`src/rtl/sobel_dut_system.sv`:
```
// sobel_dut_system
//
// Streaming 3x3 Sobel edge-detection datapath:
//   RGB FIFO -> NUM_GRAYSCALES grayscale converters -> gray FIFO
//   -> Sobel column-window engine(s) -> output FIFO.
// Each input word is one column of three vertically stacked RGB pixels
// (pixel 0 = top row). Each output word is one 8-bit edge magnitude.
// No frame awareness: the column stream is unbounded, and a result is
// produced for every column once two earlier columns have been seen.
//
// Ports:
//   clock            single clock, rising edge
//   reset            asynchronous, active-high; clears all state
//   fifo_rgb_din     pixel p at [24p+23:24p], within a pixel B/G/R = [23:16]/[15:8]/[7:0]
//   fifo_rgb_wr_en   write strobe, dropped while fifo_rgb_full
//   fifo_rgb_full    input FIFO full
//   fifo_sobel_dout  head of the output FIFO (first-word-fall-through)
//   fifo_sobel_empty output FIFO empty
//   fifo_sobel_rd_en pops the output head, ignored while empty

// Synchronous first-word-fall-through FIFO with occupancy counter.
// The head is read straight out of the storage array so that dout is
// valid in the same cycle that empty drops.
module sobel_fifo #(
    parameter int DWIDTH = 8,
    parameter int DEPTH  = 2
) (
    input  logic              clock,
    input  logic              reset,
    input  logic              wr_en,
    input  logic [DWIDTH-1:0] din,
    output logic              full,
    input  logic              rd_en,
    output logic [DWIDTH-1:0] dout,
    output logic              empty
);
    localparam int AW = (DEPTH > 1) ? $clog2(DEPTH) : 1;
    localparam int CW = $clog2(DEPTH + 1);

    logic [DWIDTH-1:0] mem_reg [DEPTH];
    logic [AW-1:0]     wr_ptr_reg;
    logic [AW-1:0]     rd_ptr_reg;
    logic [CW-1:0]     count_reg;
    logic              wr_ok;
    logic              rd_ok;

    assign full  = (count_reg == CW'(DEPTH));
    assign empty = (count_reg == '0);
    assign wr_ok = wr_en && !full;   // a write while full is lost even if a read frees a slot
    assign rd_ok = rd_en && !empty;
    assign dout  = mem_reg[rd_ptr_reg];

    genvar gi;
    generate
        for (gi = 0; gi < DEPTH; gi++) begin : g_mem
            always_ff @(posedge clock or posedge reset) begin
                if (reset) begin
                    mem_reg[gi] <= '0;
                end else if (wr_ok && (wr_ptr_reg == AW'(gi))) begin
                    mem_reg[gi] <= din;
                end
            end
        end
    endgenerate

    always_ff @(posedge clock or posedge reset) begin
        if (reset) begin
            wr_ptr_reg <= '0;
            rd_ptr_reg <= '0;
            count_reg  <= '0;
        end else begin
            if (wr_ok) begin
                wr_ptr_reg <= (wr_ptr_reg == AW'(DEPTH - 1)) ? '0 : wr_ptr_reg + AW'(1);
            end
            if (rd_ok) begin
                rd_ptr_reg <= (rd_ptr_reg == AW'(DEPTH - 1)) ? '0 : rd_ptr_reg + AW'(1);
            end
            case ({wr_ok, rd_ok})
                2'b10:   count_reg <= count_reg + CW'(1);
                2'b01:   count_reg <= count_reg - CW'(1);
                default: count_reg <= count_reg;
            endcase
        end
    end
endmodule

module sobel_dut_system #(
    parameter int NUM_SOBELS       = 1,
    parameter int NUM_GRAYSCALES   = 3,
    parameter int RGB_DWIDTH       = 72,
    parameter int RGB_BUFFER       = 2,
    parameter int GRAYSCALE_DWIDTH = 24,
    parameter int GRAYSCALE_BUFFER = 2,
    parameter int SOBEL_DWIDTH     = 8,
    parameter int SOBEL_BUFFER     = 2
) (
    input  logic                    clock,
    input  logic                    reset,
    input  logic [RGB_DWIDTH-1:0]   fifo_rgb_din,
    input  logic                    fifo_rgb_wr_en,
    output logic                    fifo_rgb_full,
    output logic [SOBEL_DWIDTH-1:0] fifo_sobel_dout,
    output logic                    fifo_sobel_empty,
    input  logic                    fifo_sobel_rd_en
);
    typedef enum logic [1:0] {
        COL_EMPTY,  // no previous column held
        COL_ONE,    // one previous column held
        COL_FULL    // two previous columns held; every new column yields a result
    } col_state_t;

    logic [RGB_DWIDTH-1:0]       rgb_dout;
    logic                        rgb_empty;
    logic [GRAYSCALE_DWIDTH-1:0] gray_din;
    logic [GRAYSCALE_DWIDTH-1:0] gray_dout;
    logic                        gray_full;
    logic                        gray_empty;
    logic [SOBEL_DWIDTH-1:0]     sobel_din;
    logic                        sobel_full;
    logic                        gray_fire;
    logic                        sobel_fire;
    logic                        sobel_push;
    col_state_t                  state_reg;
    col_state_t                  state_next;

    // Weighted column/row sum a + 2b + c; at most 1020, so 11 bits hold
    // it and the difference of two such sums without overflow.
    function automatic logic [10:0] weight3(input logic [7:0] a,
                                            input logic [7:0] b,
                                            input logic [7:0] c);
        return {3'b000, a} + {2'b00, b, 1'b0} + {3'b000, c};
    endfunction

    sobel_fifo #(.DWIDTH(RGB_DWIDTH), .DEPTH(RGB_BUFFER)) u_fifo_rgb (
        .clock (clock),
        .reset (reset),
        .wr_en (fifo_rgb_wr_en),
        .din   (fifo_rgb_din),
        .full  (fifo_rgb_full),
        .rd_en (gray_fire),
        .dout  (rgb_dout),
        .empty (rgb_empty)
    );

    // Grayscale stage: one RGB column in, one gray column out, same cycle.
    assign gray_fire = !rgb_empty && !gray_full;

    genvar gi;
    generate
        for (gi = 0; gi < NUM_GRAYSCALES; gi++) begin : g_gray
            logic [9:0] sum;
            logic [9:0] quot;
            assign sum  = {2'b00, rgb_dout[24*gi +: 8]}
                        + {2'b00, rgb_dout[24*gi + 8 +: 8]}
                        + {2'b00, rgb_dout[24*gi + 16 +: 8]};
            assign quot = sum / 10'd3;   // <= 255, upper bits always zero
            assign gray_din[8*gi +: 8] = quot[7:0];
        end
    endgenerate

    sobel_fifo #(.DWIDTH(GRAYSCALE_DWIDTH), .DEPTH(GRAYSCALE_BUFFER)) u_fifo_gray (
        .clock (clock),
        .reset (reset),
        .wr_en (gray_fire),
        .din   (gray_din),
        .full  (gray_full),
        .rd_en (sobel_fire),
        .dout  (gray_dout),
        .empty (gray_empty)
    );

    // Window fill tracking. Until two columns are held the engine only
    // shifts, so it does not depend on room in the output FIFO.
    always_ff @(posedge clock or posedge reset) begin
        if (reset) begin
            state_reg <= COL_EMPTY;
        end else begin
            state_reg <= state_next;
        end
    end

    always_comb begin
        state_next = state_reg;
        sobel_fire = 1'b0;
        sobel_push = 1'b0;
        case (state_reg)
            COL_EMPTY: begin
                if (!gray_empty) begin
                    sobel_fire = 1'b1;
                    state_next = COL_ONE;
                end
            end
            COL_ONE: begin
                if (!gray_empty) begin
                    sobel_fire = 1'b1;
                    state_next = COL_FULL;
                end
            end
            COL_FULL: begin
                if (!gray_empty && !sobel_full) begin
                    sobel_fire = 1'b1;
                    sobel_push = 1'b1;
                end
            end
            default: state_next = COL_EMPTY;
        endcase
    end

    // Sobel engines; each owns a 24-bit gray column slice and one output byte.
    generate
        for (gi = 0; gi < NUM_SOBELS; gi++) begin : g_sobel
            logic [23:0] c0_reg;
            logic [23:0] c1_reg;
            logic [23:0] c2;
            logic [10:0] gx_diff;
            logic [10:0] gy_diff;
            logic [10:0] gx_abs;
            logic [10:0] gy_abs;
            logic [10:0] half_mag;

            assign c2 = gray_dout[24*gi +: 24];

            always_ff @(posedge clock or posedge reset) begin
                if (reset) begin
                    c0_reg <= '0;
                    c1_reg <= '0;
                end else if (sobel_fire) begin
                    c0_reg <= c1_reg;
                    c1_reg <= c2;
                end
            end

            // Differences wrap modulo 2^11; bit 10 is the sign of the
            // true value since |G| <= 1020.
            assign gx_diff = weight3(c2[7:0], c2[15:8], c2[23:16])
                           - weight3(c0_reg[7:0], c0_reg[15:8], c0_reg[23:16]);
            assign gy_diff = weight3(c0_reg[7:0], c1_reg[7:0], c2[7:0])
                           - weight3(c0_reg[23:16], c1_reg[23:16], c2[23:16]);
            assign gx_abs  = gx_diff[10] ? (~gx_diff + 11'd1) : gx_diff;
            assign gy_abs  = gy_diff[10] ? (~gy_diff + 11'd1) : gy_diff;
            assign half_mag = 11'(({1'b0, gx_abs} + {1'b0, gy_abs}) >> 1);
            assign sobel_din[8*gi +: 8] = (half_mag > 11'd255) ? 8'd255 : half_mag[7:0];
        end
    endgenerate

    sobel_fifo #(.DWIDTH(SOBEL_DWIDTH), .DEPTH(SOBEL_BUFFER)) u_fifo_sobel (
        .clock (clock),
        .reset (reset),
        .wr_en (sobel_push),
        .din   (sobel_din),
        .full  (sobel_full),
        .rd_en (fifo_sobel_rd_en),
        .dout  (fifo_sobel_dout),
        .empty (fifo_sobel_empty)
    );
endmodule

```
`config.mk`:
```
export PLATFORM = sky130hd
export DESIGN_NAME = sobel_dut_system
export DESIGN_NICKNAME = d
export VERILOG_FILES = /design/src/rtl/sobel_dut_system.sv
export SDC_FILE = /design/constraint.sdc
export NUM_CORES = 1
export LEC_CHECK = 0
export ABC_AREA = 1
export BUFFER_PORTS_ARGS = -buffer_cell sky130_fd_sc_hd__buf_2
export CAP_MARGIN = 20
export CORE_MARGIN = 2
export CORE_UTILIZATION = 46
export CTS_CLUSTER_DIAMETER = 150
export DETAILED_ROUTE_END_ITERATION = 10
export PLACE_DENSITY = 0.63
export SETUP_SLACK_MARGIN = 0.4
export SLEW_MARGIN = 30
export SYNTH_ARGS = -nofsm -noshare
export SYNTH_HDL_FRONTEND = slang
export SYNTH_SLANG_ARGS = --single-unit
export TNS_END_PERCENT = 20
```
`constraint.sdc`:
```
create_clock -name clock -period 16.2 [get_ports clock]
set_input_delay 2.43 -clock clock [delete_from_list [all_inputs] [get_ports clock]]
set_output_delay 2.43 -clock clock [all_outputs]
set_load 0.05 [all_outputs]
```
After elaboration in Yosys (flattened, before gate mapping)
Cells that the tools add are included.
{ "totals": {"regBits": 270, "out_inout_bits": 10} }
{ "op_classes": {"addsub": 31, "div_mod_pow": 3, "magnitude_cmp": 4, "n_eq_ne": 13, "muxes": 28, "n_bitwise": 9, "reduce_logical": 29} }
{ "op_table": {"columns": ["cell", "count"], "rows": [
  ["72-bit two-way mux", 3],
  ["24-bit two-way mux", 3],
  ["10-bit by 8-bit adder with 11-bit output", 4],
  ["8-bit by 9-bit adder with 10-bit output", 4],
  ["8-bit two-way mux", 4],
  ["9-bit by 8-bit adder with 10-bit output", 3],
  ["10-bit by 2-bit divider with 10-bit output (second input constant)", 3],
  ["8-bit by 8-bit adder with 9-bit output", 3],
  ["11-bit by 1-bit adder with 11-bit output (second input constant)", 2],
  ["11-bit two-way mux", 2],
  ["11-bit inverter", 2],
  ["11-bit subtractor", 2],
  ["2-bit equality test (second input constant)", 7],
  ["1-bit logical AND", 14],
  ["11-bit by 11-bit adder with 12-bit output", 1],
  ["2-bit one-hot mux with 2 select lines", 3],
  ["11-bit by 8-bit > comparator with 1-bit output (second input constant)", 1],
  ["1-bit two-way mux", 9],
  ["2-bit by 1-bit equality test with 1-bit output (second input constant)", 4],
  ["2-bit zero test", 4],
  ["1-bit adder (second input constant)", 6],
  ["2-bit by 1-bit adder with 2-bit output (second input constant)", 3],
  ["2-bit >= comparator (second input constant)", 3],
  ["1-bit zero test", 6],
  ["other kinds (10)", 21]
]} }

Logic depth before layout (Yosys ltp)
Gate-level depths: netlist of the first run.
{ "logic_depth": {"word_depth": 13, "depth_mapped": 39, "mapped_depth_nobuf": 37} }

Hierarchy
Synthesis of the first run repeated with hierarchy kept, for this count alone.
{ "hier_totals": {"hier_cells": 2316, "area_unflattened_um2": 18177.4} }
{ "modules_own_cells": {"columns": ["module", "n_inst", "cells_per_inst", "area_each_um2", "seq_area_each_um2"], "rows": [
  ["sobel_dut_system", 1, 966, 7532.2, 1251.2],
  ["sobel_fifo (u_fifo_rgb)", 1, 901, 7056.8, 3703.6],
  ["sobel_fifo (u_fifo_gray)", 1, 322, 2570.0, 1301.2],
  ["sobel_fifo (u_fifo_sobel)", 1, 127, 1018.5, 500.5]
]} }

Least setup slack after synthesis of the first run
Ideal clock, no wire load.
{ "synth_path": {"kind": "register to register", "start": "register u_fifo_gray.rd_ptr_reg", "end": "register u_fifo_sobel.mem_reg[1] in the netlist's numbering", "setup_time_ps": 125, "arrival_ps": 6430, "required_time_ps": 16075, "setup_slack_ps": 9645, "path_stages_with_launch": 34, "path_cell_list": "dfrtp_1 > clkbuf_1 > clkbuf_1 > nand2_1 > o21ai_0 > fa_1 > inv_1 > fa_1 > fa_1 > ha_1 > a21oi_1 > nand2_1 > a21oi_1 > nor2_1 > nor2_1 > nor2_1 > o21ai_0 > nand2_1 > nand2_1 > nand2_1 > a21oi_1 > nand2_1 > xor2_1 > inv_1 > ha_1 > nand2_1 > o21ai_0 > nand2_1 > nand2_1 > nand2_1 > a2111o_1 > a21oi_1 > o21ai_0 > mux2_2"} }
{ "synth_between": {"elab_chain_len": 13} }
{ "synth_lines": {"columns": ["element", "line", "rtl"], "rows": [
  ["start, declared", "42", "logic [AW-1:0] rd_ptr_reg;"],
  ["start signal, assigned", "76", "rd_ptr_reg <= (rd_ptr_reg == AW'(DEPTH - 1)) ? '0 : rd_ptr_reg + AW'(1);"],
  ["1-bit inverter with 2-bit output (implied by the code) *", "51", "assign dout = mem_reg[rd_ptr_reg];"],
  ["24-bit two-way mux (implied by the code) * (3 in a row)", "51", null],
  ["8-bit by 9-bit adder with 10-bit output", "131", "return {3'b000, a} + {2'b00, b, 1'b0} + {3'b000, c};"],
  ["10-bit by 8-bit adder with 11-bit output", "131", null],
  ["11-bit subtractor", "236", "- weight3(c0_reg[7:0], c0_reg[15:8], c0_reg[23:16]);"],
  ["11-bit inverter", "239", "assign gx_abs = gx_diff[10] ? (~gx_diff + 11'd1) : gx_diff;"],
  ["11-bit by 1-bit adder with 11-bit output", "239", null],
  ["11-bit two-way mux", "239", null],
  ["11-bit by 11-bit adder with 12-bit output *", "241", "assign half_mag = 11'(({1'b0, gx_abs} + {1'b0, gy_abs}) >> 1);"],
  ["11-bit by 8-bit > comparator with 1-bit output", "242", "assign sobel_din[8*gi +: 8] = (half_mag > 11'd255) ? 8'd255 : half_mag[7:0];"],
  ["8-bit two-way mux *", "242", null],
  ["end signal, assigned by index", "60", "mem_reg[gi] <= din;"],
  ["end, declared", "40", "logic [DWIDTH-1:0] mem_reg [DEPTH];"]
]} }
Mark *: on every way between the ends. The rest lies on a longest branch, timed or not. The select of a mux whose other input is x is not followed.
A chain may end at the register's enable or synchronous reset.

Worst setup path after layout of the first run
Ends and elaborated chain as after synthesis.

==> results of run 1 <==
## through the flow
stage               instance area, sq um  setup slack [ps]  instances
finish                             18800              8330       2600
global route                       18800              7610       2600
CTS                                18800              7940       2600
detailed placement                 17700              7980       2542
global placement                   17700              8230       2541
floorplan                          16800              6330       2049
## final timing paths
check                                                       to  depth (start not counted)
min                                   state_reg[0]$_DFFE_PP0P_                          1
min reg2reg                           state_reg[0]$_DFFE_PP0P_                          1
max in group asynchronous    g_sobel[0].c0_reg[11]$_DFFE_PP0P_                          3
max                        u_fifo_sobel.mem_reg[1]$_DFFE_PP0P_                         29
max reg2reg                u_fifo_sobel.mem_reg[1]$_DFFE_PP0P_                         29
min in group asynchronous    g_sobel[0].c0_reg[23]$_DFFE_PP0P_                          2
## Yosys cell counts (all sizes together)
cell type  instances  share of area [%]
nor3b              1              0.045
clkbuf            58                1.3
o31a               1              0.052
nand3             76                2.7
nor4               1              0.037
ha                63                4.7
buf               12               0.28
a21oi             61                1.9
clkinv             1              0.022
a2111o             1              0.067
dfrtp            270                 40
or2                3               0.11
xor2              42                2.2
xnor2             14               0.73
mux2i             33                2.0
nor3               5               0.18
mux2              10               0.67
nand2            626                 14
a31oi             17               0.63
a21o               1              0.045
a22oi              2              0.089
inv              318                7.1
nor2              76                1.7
o21bai             9               0.45
o22ai              1              0.037
o21ai            246                7.4
nand3b             1              0.045
nand4             10               0.37
fa                90                 11
## cell families (layout without fill, tap and decap cells)
| family | count (synthesis) | after routing | share of synthesized area [%] |
|---|---|---|---|
| multiplexers | 43 | 43 | 2.63 |
| AND/OR/NAND/NOR | 799 | 799 | 19.5 |
| AO/OA/AOI/OAI | 339 | 339 | 10.7 |
| buffers and inverters | 389 | 472 | 8.70 |
| XOR/XNOR | 56 | 56 | 2.92 |
| adder cells (fa/ha/maj) | 153 | 153 | 15.4 |
| flip-flops | 270 | 270 | 40.2 |
## cell type report
type                       instances  area share, %
multi-input combinational       1390           45.8
clock inverter                    19           1.45
sequential                       270           35.9
tap                              468           3.11
timing repair buffer              95           2.79
clock buffer                      39           4.50
inverter                         319           6.43
## per-layer routing
layer / global-route usage [%] / wire length, um / up-vias
met2: 31.1 / 16200 / 179
met1: 26.7 / 16600 / 5950
li1: - / - / 6528
met3: 2.40 / 1070 / 38
met4: 3.87 / 569 / 0
met5: 0 / 0 / -
==> reports/results.tsv, run 1 <==
stage	metric	value	unit
sta	Max-slew headroom	36.5	%
critical_path	Critical R2R Launch	u_fifo_gray.rd_ptr_reg$_DFFE_PP0P_	
final_layout	layout cells sized above 1	10.3	%
die	die footprint	38100	sq um
clocking	Worst-path clk slew	60	ps
synth	Syn Nets	2278	
clocking	TritonCTS clock tree	yes	
route	via count	12700	
sta	Fin Clk Skew	19.0	ps
global_route	grt total ovfl	0	
sta	RSZ-0062 raised after global routing	no	
critical_path	most frequent CP cell	o21ai_0	
critical_path	Top Family by Delay on Critical Path	compound AO/OA/AOI/OAI gates	
sta	Fmax achieved	127	MHz
sta	Final TNS setup	0	ps
route	Remaining DRCs	0	
final_layout	Largest register FFs	144	
critical_path	Data required, critical path	16650	ps
critical_path	Crit-path slowest cell	dfrtp_1	
sta	Final Hold Viols	0	
clocking	Worst-Skew Late Latency	580	ps
placed_design	IO Port Bufs	85	
route	Routed Antenna Nets	0	
clocking	clock root cell	clkbuf_16	
die	Die X	195	um
global_route	GRT Total Usage	18.8	%
route	DRT iter0 DRCs	683	
global_route	vias in the first global route	12400	
critical_path	Critical Path Source	u_fifo_gray.rd_ptr_reg$_DFFE_PP0P_	
global_route	largest net degree at the start of global routing	142	
route	vias per cell	4.88	
final_layout	commonest non-fill, non-tap cells in the layout	nand2_1 (603), inv_1 (311), dfrtp_1 (269)	
synth	Post-Synthesis Cells	2049	
final_layout	FF+latch area	6760	sq um
final_layout	ANT cells	0	
synth	distinct cell type count after synthesis	40	
synth	sequential fraction of the synthesis area	40.2	%
clocking	H-Tree Depth	1	
clocking	clock sinks	270	
die	# rows	70	
hold_path	Hold/Removal Path Class	flip-flop to flip-flop	
die	Die Span Y	195	um
placed_design	DP HPWL	25000	um
synth	post-synth design cell area	16800	sq um
status	status	complete, no violations	
final_layout	most common library cell in the layout ignoring fill and taps	nand2_1	
clocking	PostCTS Resize Cnt	0	
sta	Worst-Margin Slew	942	ps
clocking	total clock buffers created by CTS	31	
die	total core area	36300	sq um
sta	fin crit period	7870	ps
synth	synthesis-stage register bit count	270	
synth	Avg Synthesized Cell Area	8.21	sq um
sta	final hold slack	469	ps
clocking	cts hold-fix bufs	0	
route	final wirelength	34500	um
global_route	first-pass GRT wire length	59800	um
die	initial core utilization	46.4	%
critical_path	crit start category	flip-flop	
sta	Final Slew Violations	0	
critical_path	buffers plus inverters on the worst setup path	2	
critical_path	CP Capture Type	flip-flop	
critical_path	R2R setup slack	8330	ps
sta	fin crit share	48.6	%
clocking	CTS Buffer Depth	3	
die	io pins	86	
final_layout	Area growth, synth to finish	11.9	%
critical_path	WP data arrival	8320	ps
critical_path	max incr delay on CP	730	ps
synth	synth warn	0	
global_route	initial antenna violation count	0	
route	drt first pass iters	7	
placed_design	Final Wtd Congestion	0.837	
clocking	postcts setup bufs	0	
critical_path	CP Class	flip-flop to flip-flop	
critical_path	critical path peak fanout	25	
hold_path	Min-Delay Startpoint	state_reg[0]$_DFFE_PP0P_	
run	Max Cap Viol	0	
final_layout	Nets	2336	
final_layout	fillers	3487	
final_layout	multi-input logic area	8620	sq um
sta	Setup-failing EPs final	0	
final_layout	Final Util	51.9	%
route	wire per inst	13.3	um
Power of run 1 is left out: the tool's default activity adds up to more than one toggle a clock period on the data nets, which glitch-free logic cannot reach.
==> run 2, diff against run 1 <==
==> constraint.sdc (replaced) <==
create_clock -name clock -period 7.69 [get_ports clock]
set_input_delay 1.1535 -clock clock [delete_from_list [all_inputs] [get_ports clock]]
set_output_delay 1.1535 -clock clock [all_outputs]
set_load 0.05 [all_outputs]
==> run 2 against run 1 <==
Net effect: setup slack worse by 7300 ps; via count grew 0.38%; sequential cell count stayed put; core utilization about the same; cell count is 0.12% higher; critical path depth increased by 2; non-clock buffer count rose by 5; global-route usage is 0.16 points higher; cell area is essentially flat; highest routed layer unchanged.
==> reports/results.tsv, run 2 (synthesis results as in run 1) <==
stage	metric	value	unit	change
route	final wirelength	35100	um	+1.9%
hold_path	Hold/Removal Path Class	flip-flop to flip-flop		
hold_path	Min-Delay Startpoint	state_reg[0]$_DFFE_PP0P_		
die	Die Span Y	195	um	unchanged
final_layout	commonest non-fill, non-tap cells in the layout	nand2_1 (603), inv_1 (311), dfrtp_1 (268)		
placed_design	setup slack after placement	533	ps	-7450 ps
clocking	total clock buffers created by CTS	31		unchanged
critical_path	WP data arrival	7110	ps	-1210 ps
placed_design	Final Wtd Congestion	0.829		-0.93%
final_layout	Area growth, synth to finish	12.0	%	about the same
sta	Setup-failing EPs final	0		unchanged
route	drt first pass iters	6		-1
final_layout	Largest register FFs	144		unchanged
critical_path	max incr delay on CP	510	ps	-220 ps
final_layout	Finished Cell Area	18800	sq um	about the same
clocking	postcts setup bufs	0		unchanged
die	initial core utilization	46.4	%	unchanged
sta	fin crit period	6650	ps	-1220 ps
clocking	clock sinks	270		unchanged
critical_path	R2R Path End	u_fifo_sobel.mem_reg[1]$_DFFE_PP0P_		
route	DRT iter0 DRCs	691		+1.2%
clocking	H-Tree Depth	1		unchanged
global_route	largest net degree at the start of global routing	174		+23%
status	status	complete, no violations		
hold_path	Hold Path End	state_reg[0]$_DFFE_PP0P_		
sta	Final Slew Violations	0		unchanged
die	die footprint	38100	sq um	unchanged
global_route	grt total ovfl	0		unchanged
global_route	GRT Total Usage	18.9	%	+0.16 points
critical_path	critical path peak fanout	17		-32%
route	via count	12700		+0.38%
sta	Worst-Margin Slew	938	ps	-3.84 ps
global_route	initial antenna violation count	0		unchanged
sta	setup ws final	1040	ps	-7290 ps
sta	Fmax achieved	150	MHz	+18%
sta	Fin Clk Skew	15.7	ps	-3.28 ps
final_layout	Nets	2341		+0.21%
sta	Final Hold Viols	0		unchanged
die	total core area	36300	sq um	unchanged
route	Remaining DRCs	0		unchanged
clocking	Worst-path clk slew	70	ps	about the same
route	met2 WL	16400	um	+1.1%
placed_design	IO Port Bufs	85		unchanged
die	# rows	70		unchanged
placed_design	DP HPWL	25200	um	+0.68%
sta	Final TNS setup	0	ps	unchanged
sta	Max-slew headroom	37.2	%	+0.69 points
route	M1 WL	17000	um	+2.2%
critical_path	Critical R2R Launch	u_fifo_gray.rd_ptr_reg$_DFFE_PP0P_		
clocking	CTS Buffer Depth	3		unchanged
sta	RSZ-0062 raised after global routing	no		
hold_path	WHS Path Cells	1		unchanged
critical_path	most frequent CP cell	nand2_1		
clocking	cts hold-fix bufs	0		unchanged
clocking	clock root cell	clkbuf_16		
clocking	Worst-Skew Late Latency	570	ps	about the same
final_layout	Final Util	51.9	%	about the same
route	wire per inst	13.5	um	+1.8%
critical_path	R2R setup slack	1040	ps	-7290 ps
final_layout	layout cells sized above 1	10.7	%	+0.36 points
die	Die X	195	um	unchanged
clocking	PostCTS Resize Cnt	0		unchanged
route	Routed Antenna Nets	0		unchanged
clocking	TritonCTS clock tree	yes		
placed_design	Cell Area, Placed	17700	sq um	+0.11%
route	met3 wire len	1250	um	+17%
critical_path	CP Class	flip-flop to flip-flop		
critical_path	crit start category	flip-flop		
critical_path	reg2reg path depth	31		+6.9%
run	Max Cap Viol	0		unchanged
global_route	vias in the first global route	12600		+1.5%
die	io pins	86		unchanged
route	vias per cell	4.90		+0.26%
final_layout	fillers	3431		-1.6%
sta	fin crit share	86.5	%	+38 points
global_route	first-pass GRT wire length	60300	um	+0.85%
critical_path	Data required, critical path	8150	ps	-8500 ps
final_layout	most common library cell in the layout ignoring fill and taps	nand2_1		
route	top sig layer	met4		
final_layout	ANT cells	0		unchanged
critical_path	Crit-path slowest cell	dfrtp_2		
critical_path	CP Capture Type	flip-flop		
## run 2: cell types whose count changed in the layout (fill, tap and decap cells not counted), sizes merged
cell	before	now
buf	95	100
clkinvlp	2	1
bufinv	6	4
inv	318	319
## run 2: worst max path at each step
stage / startpoint / to / slack (ps)
final: u_fifo_gray.rd_ptr_reg$_DFFE_PP0P_ / u_fifo_sobel.mem_reg[1]$_DFFE_PP0P_ / 1040
after global routing: u_fifo_gray.rd_ptr_reg$_DFFE_PP0P_ / u_fifo_sobel.mem_reg[1]$_DFFE_PP0P_ / 410
after CTS: u_fifo_gray.rd_ptr_reg$_DFFE_PP0P_ / u_fifo_sobel.mem_reg[1]$_DFFE_PP0P_ / 520
after detailed placement: u_fifo_gray.rd_ptr_reg$_DFFE_PP0P_ / u_fifo_sobel.mem_reg[1]$_DFFE_PP0P_ / 530
after global placement: u_fifo_gray.rd_ptr_reg$_DFFE_PP0P_ / u_fifo_sobel.mem_reg[1]$_DFFE_PP0P_ / 770
after floorplan: u_fifo_gray.rd_ptr_reg$_DFFE_PP0P_ / u_fifo_sobel.mem_reg[1]$_DFFE_PP0P_ / 1140
## run 2: cell type report
type	instances	area [sq um]	share of cell area (%)
clock buffers	39	856	4.55
clock inverters	17	208	1.10
inverters	319	1200	6.38
multi-input cells	1390	8630	45.9
flip-flops and latches	270	6760	35.9
well taps	468	586	3.11
repair buffers	100	582	3.09
## run 2: worst max-delay path, delay by kind of cell, from the launching register on
| kind | cells | cell delay, ps |
|---|---|---|
| compound gates | 8 | 1840 |
| fa+ha+maj | 5 | 2090 |
| xor+xnor | 1 | 80 |
| simple gates | 12 | 1210 |
| flops | 1 | 510 |
| mux | 1 | 280 |
| buf+inv | 4 | 530 |
## run 2: stage by stage
stage | hold slack, ps | instances
CTS | 474 | 2602
global placement | 444 | 2546
global route | 499 | 2603
finish | 469 | 2603
detailed placement | 460 | 2546
floorplan | 433 | 2049
## run 2: layer usage
| metal | GRT usage, % | up-vias |
|---|---|---|
| met5 | 0 | - |
| met3 | 2.49 | 36 |
| met1 | 27.0 | 5987 |
| li1 | - | 6531 |
| met2 | 31.1 | 189 |
| met4 | 4.13 | 0 |
Power of run 2 is left out for the same reason.
